## src/rtl/fifo_8x16_pkg.sv

```systemverilog
// Shared sizing constants for the 16-entry by 8-bit synchronous FIFO.
package fifo_8x16_pkg;
  localparam int DATA_WIDTH  = 8;
  localparam int DEPTH       = 16;
  localparam int ADDR_WIDTH  = 4;
  localparam int COUNT_WIDTH = 5;
endpackage

```

## src/rtl/fifo_8x16_mem.sv

```systemverilog
// 16x8 register array with a synchronous write port and a registered read port.
module fifo_8x16_mem
  import fifo_8x16_pkg::*;
(
  input  logic                  clk,
  input  logic                  rst,
  input  logic                  we,
  input  logic [ADDR_WIDTH-1:0] waddr,
  input  logic [DATA_WIDTH-1:0] wdata,
  input  logic                  re,
  input  logic [ADDR_WIDTH-1:0] raddr,
  output logic [DATA_WIDTH-1:0] rdata
);

  logic [DEPTH-1:0][DATA_WIDTH-1:0] mem_q;
  logic [DATA_WIDTH-1:0]            rdata_d, rdata_q;

  // Storage is deliberately left out of reset; only pointers give it meaning.
  for (genvar i = 0; i < DEPTH; i++) begin : g_row
    always_ff @(posedge clk) begin
      if (we && (waddr == ADDR_WIDTH'(i))) mem_q[i] <= wdata;
    end
  end

  always_comb begin
    rdata_d = rdata_q;
    if (re) rdata_d = mem_q[raddr];
  end

  always_ff @(posedge clk or negedge rst) begin
    if (!rst) rdata_q <= '0;
    else      rdata_q <= rdata_d;
  end

  assign rdata = rdata_q;

endmodule

```

## src/rtl/fifo_8x16.sv

```systemverilog
// Single-clock 16x8 FIFO: pointers, occupancy count, flags and accept qualification.
module fifo_8x16
  import fifo_8x16_pkg::*;
(
  input  logic                  clk,
  input  logic                  rst,
  input  logic                  wr_en,
  input  logic                  rd_en,
  input  logic [DATA_WIDTH-1:0] data_in,
  output logic                  full,
  output logic                  empty,
  output logic [DATA_WIDTH-1:0] data_out
);

  logic [ADDR_WIDTH-1:0]  wr_ptr_d, wr_ptr_q;
  logic [ADDR_WIDTH-1:0]  rd_ptr_d, rd_ptr_q;
  logic [COUNT_WIDTH-1:0] count_d, count_q;
  logic                   wr_acc, rd_acc;

  assign full  = (count_q == COUNT_WIDTH'(DEPTH));
  assign empty = (count_q == '0);

  // A full FIFO still takes a write when a read frees the slot in the same cycle;
  // an empty FIFO never bypasses write data to the read side.
  assign rd_acc = rd_en && !empty;
  assign wr_acc = wr_en && (!full || rd_acc);

  always_comb begin
    wr_ptr_d = wr_ptr_q;
    rd_ptr_d = rd_ptr_q;
    count_d  = count_q;
    if (wr_acc) wr_ptr_d = wr_ptr_q + 1'b1;
    if (rd_acc) rd_ptr_d = rd_ptr_q + 1'b1;
    case ({wr_acc, rd_acc})
      2'b10:   count_d = count_q + 1'b1;
      2'b01:   count_d = count_q - 1'b1;
      default: count_d = count_q;
    endcase
  end

  always_ff @(posedge clk or negedge rst) begin
    if (!rst) begin
      wr_ptr_q <= '0;
      rd_ptr_q <= '0;
      count_q  <= '0;
    end else begin
      wr_ptr_q <= wr_ptr_d;
      rd_ptr_q <= rd_ptr_d;
      count_q  <= count_d;
    end
  end

  fifo_8x16_mem u_mem (
    .clk   (clk),
    .rst   (rst),
    .we    (wr_acc),
    .waddr (wr_ptr_q),
    .wdata (data_in),
    .re    (rd_acc),
    .raddr (rd_ptr_q),
    .rdata (data_out)
  );

endmodule

```

## config.mk

```make
export PLATFORM = sky130hd
export DESIGN_NAME = fifo_8x16
export DESIGN_NICKNAME = d
export VERILOG_FILES = /design/src/rtl/fifo_8x16_pkg.sv /design/src/rtl/fifo_8x16_mem.sv /design/src/rtl/fifo_8x16.sv
export SDC_FILE = /design/constraint.sdc
export NUM_CORES = 1
export LEC_CHECK = 0
export BUFFER_PORTS_ARGS = -buffer_cell sky130_fd_sc_hd__buf_2
export CAP_MARGIN = 20
export CELL_PAD_IN_SITES_DETAIL_PLACEMENT = 0
export CELL_PAD_IN_SITES_GLOBAL_PLACEMENT = 2
export CORE_MARGIN = 8
export CORE_UTILIZATION = 41
export CTS_CLUSTER_DIAMETER = 60
export CTS_CLUSTER_SIZE = 12
export DETAILED_ROUTE_END_ITERATION = 10
export PLACE_DENSITY_LB_ADDON = 0.1
export REMOVE_ABC_BUFFERS = 1
export SETUP_SLACK_MARGIN = 0.5
export SYNTH_ARGS = -nofsm -noshare
export SYNTH_HDL_FRONTEND = slang
export SYNTH_SLANG_ARGS = --single-unit
```

## constraint.sdc

```tcl
create_clock -name clk -period 3.6 [get_ports clk]
set_clock_uncertainty 0.05 [all_clocks]
set_input_delay 0.54 -clock clk [delete_from_list [all_inputs] [get_ports clk]]
set_output_delay 0.54 -clock clk [all_outputs]
set_load 0.01 [all_outputs]
```

==> results of run 1 <==
final timing paths:
kind / from / end / cells past startpoint
setup / recovery: count_q[0]$_DFFE_PN0P_ / count_q[4]$_DFFE_PN0P_ / 10
max in group asynchronous: rst / rd_ptr_q[1]$_DFFE_PN0N_ / 1
hold reg to reg: rd_ptr_q[2]$_DFFE_PN0N_ / rd_ptr_q[2]$_DFFE_PN0N_ / 1
setup reg to reg: count_q[0]$_DFFE_PN0P_ / count_q[4]$_DFFE_PN0P_ / 10
hold / removal: rst / count_q[4]$_DFFE_PN0P_ / 1
min in group clk: wr_en / count_q[4]$_DFFE_PN0P_ / 3
registers in the layout (all words and copies together), names as in the netlist:
signal       cells
u_mem.mem_q    128
u_mem.rdata      8
count_q          5
rd_ptr_q         4
wr_ptr_q         4
critical path, cell delays in order, from the launching register on:
cell      delay (ns)
dfrtp_1         0.43
or4_1           0.56
o21a_1          0.22
nand2b_2        0.09
inv_2           0.07
ha_1            0.31
nor2b_1         0.14
o21a_1          0.17
or2_2           0.30
o32a_1          0.29
o211ai_1        0.15
power by group through the flow:
stage,Combinational [uW],Sequential [uW],Clock (uW)
3_5_place_dp,1470,2440,0
2_1_floorplan,927,2450,0
3_3_place_gp,1460,2440,0
6_report,1420,2400,1700
4_1_cts,1470,2410,1740
5_1_grt,1560,2450,1810
area by class of cell:
cell class                      count  area (um^2)  share of cell area
Sequential cell                   149         4370              0.6326
Multi-Input combinational cell    137         1475              0.2135
Clock buffer                       21        470.5             0.06809
Timing Repair Buffer               38        232.7             0.03368
Tap cell                          184        230.2             0.03332
Clock inverter                     11        107.6             0.01557
Inverter                            6        22.52            0.003260
routing by layer:
| layer | vias to the layer above | wire, um |
|---|---|---|
| li1 | 1314 | - |
| met1 | 1539 | 5271 |
| met2 | 42 | 6067 |
| met3 | 8 | 425 |
| met4 | 0 | 95 |
| met5 | - | 0 |
metrics by stage:
stage | hold WS [ns] | util | setup slack (ns)
3_5_place_dp | 0.4772 | 0.4406 | 0.7545
5_1_grt | 0.07178 | 0.4808 | 0.6216
2_1_floorplan | 0.1944 | - | 0.6280
3_3_place_gp | 0.4833 | 0.4406 | 0.8107
4_1_cts | 0.05145 | 0.4808 | 0.7356
6_report | 0.04664 | 0.4808 | 0.7449
placed cells by master (no fill, tap or decap), types with 9 or more instances in the layout:
master	count
buf_2	21
nor2_1	13
dfrtp_1	20
mux4_2	32
nand2_1	9
edfxtp_1	128
mux2_2	9
clkbuf_16	17
o22ai_1	16
a21oi_1	9
buf_4	17
cells by family (layout without fill, tap and decap cells):
| kind of cell | after synthesis | count (layout) |
|---|---|---|
| mux | 44 | 44 |
| buf+inv | 22 | 76 |
| simple gates | 39 | 39 |
| compound gates | 36 | 36 |
| xor+xnor | 9 | 9 |
| fa+ha+maj | 9 | 9 |
| flops | 149 | 149 |
==> impl_results.md, run 1 <==
- Status: complete, no violations
- Logic pwr share: 0.257
- M3 GR Usage: 0.04139
- Via-per-instance ratio: 5.317
- Switching part of the total power: 0.2853
- Share of cells above drive strength 1: 0.3149
- Area fraction of the dominant cell type after synthesis: 0.6471
- Synth Area in Adders: 0.02022
- Tcrit/Tclk final: 0.7931
- VDD IR-drop max: 0.0003371 V
- Nets: 370
- Least-Margin Pin Slew: 0.9009 ns
- Most numerous cell in the Yosys netlist: edfxtp_1
- Unrepaired setup endpoints after global routing: false
- GP Congestion: 0.7111
- Crit path DAT: 3.14 ns
- Post-route ant nets: 0
- Ys flop type: edfxtp_1
- Clock-pin slew on the worst setup and hold paths: 0.06 ns
- Synth Area in Simple Gates: 0.03139
- Finished Layout Cells: 546
- Reg2reg setup slack: 0.74 ns
- Synth top cells by count: 128 x edfxtp_1, 32 x mux4_2, 21 x dfrtp_1
- CP endpoint kind: flop
- HPWL after DPL: 7.677 mm
- Die Area: 18590 um^2
- Vias in the first global route: 3166
- PwrDens: 798.8 nW/um^2
- Synth async-reset ratio: 0.1409
- Pint: 3944 uW
- IO buf count: 21
- Crit path kind: reg2reg
- Final hold vios: 0
- Fin. max-slew vios: 0
- Req. time, crit path: 3.88 ns
- Clock latency on the worst-skew pair: 0.41 ns
- Distinct cells, synth: 37
- Syn_area_per_cell: 19.28 um^2
- Post-route DRC violation count: 0
- Layout area overhead: 16.33%
- Cells after DPL: 514
- Mux cell area share after synthesis: 0.1439
- Total track usage: 0.1414
- ANT cells: 0
- Slew margin rel.: 0.3972
- Placed cell area: 6331 um^2
- Post-synthesis register bit count: 149
- Synth Area in Compound Gates: 0.03960
- Overall power: 5519 uW
- Via count: 2903
- YS warnings: 0
- Type of origin of the critical path: flop
- TNS Setup: 0 ns
- Met1 usage: 0.1770
- Top post-synthesis cells by area: edfxtp_1 65%, mux4_2 12%, dfrtp_1 8.8%
- Resize count post-CTS: 0
- Fillcell total: 1230
- Max-cap violation count: 0
- Gr busiest metal: met2
- Cell taking the most area after synthesis: edfxtp_1
- CTS tree: yes
- Number of H-tree levels: 4
- Post-route design area: 6909 um^2
- Initial DRC Count: 205
- I/O pin cnt: 22
- Post-synthesis sequential area ratio: 0.7356
- Initial antenna violation count: 0
- Post-synth EDFFs: 128
- Reg power frac: 0.434
- TritonCTS Sinks: 149
- Min cycle time layout: 2.855 ns
- DR WL/cell: 21.72 um
- Switching power: 1575 uW
- Clk pwr share: 0.308
- Post-Synth XOR/XNOR Area: 0.01327
- Synthesized instance count: 308
- LEAKAGE: 0.002352 uW
- First-pass GRT wire length: 18.60 mm
- Syn Std Cell Area: 5939 um^2
- Cts bufs inserted: 17
- Initial core utilization: 0.4134
- Final WL: 11.86 mm
- Core area: 14370 um^2
- Maximum fanout along the worst path: 5
- Min-delay worst type: in2async
- Pre-antenna DRT Iters: 4
- Die Y: 136.4 um
- Die width: 136.4 um
- Post-CTS Setup Bufs: 0
- Pin count of the biggest net entering global routing: 34
- FP Rows: 44
- Met2 Use GR: 0.2272
- Hold Buf Count CTS: 0
- Setup violations, final: 0
- Highest clock rate: 350.3 MHz
- GRT Residual Overflow: 0
- Root buf cell: clkbuf_16
- Largest family of logic cells by synthesized area: multiplexers
- CTS Buffer Depth: 2
(Power assumes the default switching activity.)
==> run 2: changes to the inputs <==
--- a/config.mk
+++ b/config.mk
@@ -5,12 +5,13 @@
 export SDC_FILE = /design/constraint.sdc
 export NUM_CORES = 1
 export LEC_CHECK = 0
+export ABC_AREA = 1
 export BUFFER_PORTS_ARGS = -buffer_cell sky130_fd_sc_hd__buf_2
 export CAP_MARGIN = 20
 export CELL_PAD_IN_SITES_DETAIL_PLACEMENT = 0
 export CELL_PAD_IN_SITES_GLOBAL_PLACEMENT = 2
 export CORE_MARGIN = 8
-export CORE_UTILIZATION = 41
+export CORE_UTILIZATION = 37
 export CTS_CLUSTER_DIAMETER = 60
 export CTS_CLUSTER_SIZE = 12
 export DETAILED_ROUTE_END_ITERATION = 10
==> constraint.sdc (replaced) <==
create_clock -name clk -period 2.35 [get_ports clk]
set_clock_uncertainty 0.05 [all_clocks]
set_input_delay 0.3525 -clock clk [delete_from_list [all_inputs] [get_ports clk]]
set_output_delay 0.3525 -clock clk [all_outputs]
set_load 0.01 [all_outputs]
==> run 2 against run 1 <==
Area after synthesis is 13% higher; clock-buffer cell count down 3; first-iteration DRC count grew 41%; via count grew 48%; routed wire length rose by 41%; final area grew 12%; critical path depth fell by 4; non-clock buffer count is 3 higher; combinational power up 140%.
==> impl_results.md, run 2 <==
- Met3 routed WL: 620 um (was 425 um)
- Req. time, crit path: 2.37 ns (was 3.88 ns)
- Switching power: 3558 uW (was 1575 uW)
- Synthesized instance count: 633 (was 308)
- Crit path DAT: 1.90 ns (was 3.14 ns)
- TritonCTS Sinks: 149 (unchanged)
- Fillcell total: 1690 (was 1230)
- Core area: 17840 um^2 (was 14370 um^2)
- Highest clock rate: 531.9 MHz (was 350.3 MHz)
- Highest cell delay on the worst timing path: 0.43 ns (was 0.56 ns)
- Die Y: 150.4 um (was 136.4 um)
- Share of cells above drive strength 1: 0.1608 (was 0.3149)
- Ys flop type: edfxtp_1 (unchanged)
- Area fraction of the dominant cell type after synthesis: 0.5751 (was 0.6471)
- Fin. max-slew vios: 0 (unchanged)
- Total track usage: 0.1581 (was 0.1414)
- GRT Residual Overflow: 0 (unchanged)
- LEAKAGE: 0.003296 uW (was 0.002352 uW)
- Clock latency on the worst-skew pair: 0.42 ns (was 0.41 ns)
- CTS Buffer Depth: 2 (unchanged)
- Slew margin rel.: 0.6496 (was 0.3972)
- Crit path kind: reg2reg (unchanged)
- DR WL/cell: 18.40 um (was 21.72 um)
- Clock-pin slew on the worst setup and hold paths: 0.06 ns (about the same)
- Most numerous cell in the Yosys netlist: nand2_1 (was edfxtp_1)
- Final hold vios: 0 (unchanged)
- Root buf cell: clkbuf_16 (unchanged)
- Critical path origin: count_q[2]$_DFFE_PN0P_ (was count_q[0]$_DFFE_PN0P_)
- Post-synthesis register bit count: 149 (unchanged)
- Setup violations, final: 0 (unchanged)
- Reg2reg setup slack: 0.47 ns (was 0.74 ns)
- YS warnings: 0 (unchanged)
- Die Area: 22620 um^2 (was 18590 um^2)
- Sequential Area: 4374 um^2 (was 4370 um^2)
- Crit path max-delay family: simple AND/OR/NAND/NOR gates (unchanged)
- CTS tree: yes (unchanged)
- Initial antenna violation count: 0 (unchanged)
- Distinct cells, synth: 28 (was 37)
- CP endpoint kind: flop (unchanged)
- Worst path slowest cell: nor2_2 (was or4_1)
- Reg power frac: 0.361 (was 0.434)
- Most frequent cells in the layout: 217 x nand2_1, 128 x edfxtp_1, 85 x nand3_1 (was 128 x edfxtp_1, 32 x mux4_2, 21 x buf_2)
- VDD IR-drop max: 0.0005580 V (was 0.0003371 V)
- Number of H-tree levels: 4 (unchanged)
- Hold endpoint: wr_ptr_q[0]$_DFFE_PN0P_
- Crit path buffers/inverters: 1 (unchanged)
- Clk pwr share: 0.287 (was 0.308)
- RR Startpoint: count_q[2]$_DFFE_PN0P_ (was count_q[0]$_DFFE_PN0P_)
- TNS Setup: 0 ns (unchanged)
- Via-per-instance ratio: 4.739 (was 5.317)
- Post-route ant nets: 0 (unchanged)
- Cell Chain, Critical Path: nor2_4, nand3_4, o21ai_2, inv_2, nand2_1, nor2_2 (was or4_1, o21a_1, nand2b_2, inv_2, ha_1, nor2b_1, o21a_1, or2_2, o32a_1, o211ai_1)
- Layout Utilization: 0.4347 (was 0.4808)
- Pin count of the biggest net entering global routing: 45 (was 34)
- Post-synthesis sequential area ratio: 0.6537 (was 0.7356)
- Initial DRC Count: 290 (was 205)
- I/O pin cnt: 22 (unchanged)
- Pre-antenna DRT Iters: 4 (unchanged)
- Post-route DRC violation count: 0 (unchanged)
- Post-synth EDFFs: 128 (unchanged)
- Highest Signal Layer: met4 (unchanged)
- Logic pwr share: 0.352 (was 0.257)
- Max-cap violation count: 0 (unchanged)
- Synth top cells by count: 218 x nand2_1, 128 x edfxtp_1, 85 x nand3_1 (was 128 x edfxtp_1, 32 x mux4_2, 21 x dfrtp_1)
- Initial core utilization: 0.3746 (was 0.4134)
- Layout area overhead: 16.04% (was 16.33%)
- PwrDens: 1244 nW/um^2 (was 798.8 nW/um^2)
- IO buf count: 21 (unchanged)
- Fin Hold WS: 0.2175 ns (was 0.04664 ns)
- Min-delay worst type: in2reg (was in2async)
- HPWL after DPL: 10.80 mm (was 7.677 mm)
- GP Congestion: 0.8278 (was 0.7111)
- Tcrit/Tclk final: 0.8000 (was 0.7931)
- Reg2reg end: u_mem.mem_q[12]$_DFFE_PP_ (was count_q[4]$_DFFE_PN0P_)
- Worst Hold Launch: wr_en
- Cts bufs inserted: 17 (unchanged)
- FP Rows: 49 (was 44)
- Die width: 150.4 um (was 136.4 um)
- Synth async-reset ratio: 0.1409 (unchanged)
- Least-Margin Pin Slew: 0.5255 ns (was 0.9009 ns)
- Top post-synthesis cells by area: edfxtp_1 58%, nand2_1 12%, dfrtp_1 7.9% (was edfxtp_1 65%, mux4_2 12%, dfrtp_1 8.8%)
- WL met1: 7.779 mm (was 5.271 mm)
- Syn_area_per_cell: 10.56 um^2 (was 19.28 um^2)
- Unrepaired setup endpoints after global routing: true (was false)
- Status: complete, no violations (unchanged)
- Type of origin of the critical path: flop (unchanged)
- First-pass GRT wire length: 25.96 mm (was 18.60 mm)
- Min cycle time layout: 1.880 ns (was 2.855 ns)
- Vias in the first global route: 4381 (was 3166)
- R2r worst-path depth: 6 (was 10)
- Switching part of the total power: 0.3687 (was 0.2853)
- Multi-input gate area: 1879 um^2 (was 1475 um^2)
- Hold path depth: 3
- Final WL: 16.69 mm (was 11.86 mm)
- Nets: 687 (was 370)
- Cell taking the most area after synthesis: edfxtp_1 (unchanged)
- Via count: 4298 (was 2903)
- ANT cells: 0 (unchanged)
- Top reg by flops: u_mem.mem_q (unchanged)
- Met2 WL: 8.050 mm (was 6.067 mm)
- Most common library cell in the layout ignoring fill and taps: nand2_1 (was edfxtp_1)
- Syn Std Cell Area: 6684 um^2 (was 5939 um^2)
- Pint: 6092 uW (was 3944 uW)
- Max reg flops: 128 (unchanged)
- Maximum fanout along the worst path: 8 (was 5)
## run 2: cell types whose count changed after synthesis, moves of 8 or more
cell / before / now
mux4_2: 32 / 0
nand2_1: 9 / 218
mux2_2: 9 / 0
o22ai_1: 16 / 0
buf_2: 4 / 14
xnor2_1: 8 / 0
inv_1: 5 / 84
nand3_1: 1 / 85
buf_6: 0 / 11
## run 2: timing repair
action	CTS	global route
resized for setup	24	14
hold buffers	1	0
setup buffers	4	2
pin swaps	8	6
endpoints found under the setup margin	123	106
endpoints found under the hold margin	21	0
## run 2: cell families after synthesis
| group | synth area share |
|---|---|
| AOI/OAI and AO/OA | 0.01554 |
| xor gates and xnor gates | 0.01292 |
| adders and majority gates | 0.01797 |
| buffers and inverters | 0.08330 |
| DFF | 0.6537 |
| and+or+nand+nor | 0.2166 |
## run 2: cell type report
cell class	instances	area share
flip-flops and latches	149	0.5640
multi-input cells	367	0.2423
clock inverters	13	0.02113
well taps	229	0.03694
clock buffers	18	0.05533
repair buffers	41	0.03484
inverters	90	0.04549
## run 2: worst max-delay path by stage
stage,cells after the start,end,slack [ns]
after floorplan,9,u_mem.rdata[0]$_DFFE_PN0N_,-0.44
after global placement,13,count_q[4]$_DFFE_PN0P_,0.25
after detailed placement,6,u_mem.mem_q[78]$_DFFE_PP_,0.19
after CTS,6,u_mem.mem_q[37]$_DFFE_PP_,0.30
after global routing,6,u_mem.mem_q[68]$_DFFE_PP_,0.34
final,6,u_mem.mem_q[12]$_DFFE_PP_,0.47
## run 2: per-layer routing
metal / GRT usage / up-vias
met2: 0.2601 / 80
li1: - / 2118
met5: 0 / -
met3: 0.03427 / 23
met1: 0.2030 / 2077
met4: 0.05297 / 0
## run 2: through the flow
stage / area (um^2) / setup slack, ns / total power, uW / cells
final: 7756 / 0.4699 / 9650 / 907
after global placement: 6970 / 0.2456 / 6775 / 869
after CTS: 7686 / 0.2995 / 9682 / 905
after floorplan: 6467 / -0.4407 / 5459 / 606
after global routing: 7756 / 0.3434 / 10250 / 907
after detailed placement: 6970 / 0.1870 / 6789 / 869
## run 2: power by group through the flow
stage	clock [uW]	combinational [uW]	sequential [uW]
after floorplan	0	1730	3730
after global placement	0	3250	3520
after detailed placement	0	3260	3530
after CTS	2820	3380	3480
after global routing	2920	3800	3520
final	2770	3400	3480
## run 2: worst min-delay path, stage by stage
cell and delay [ns]:
buf_2 0.13, o21ai_2 0.09, xor2_1 0.07
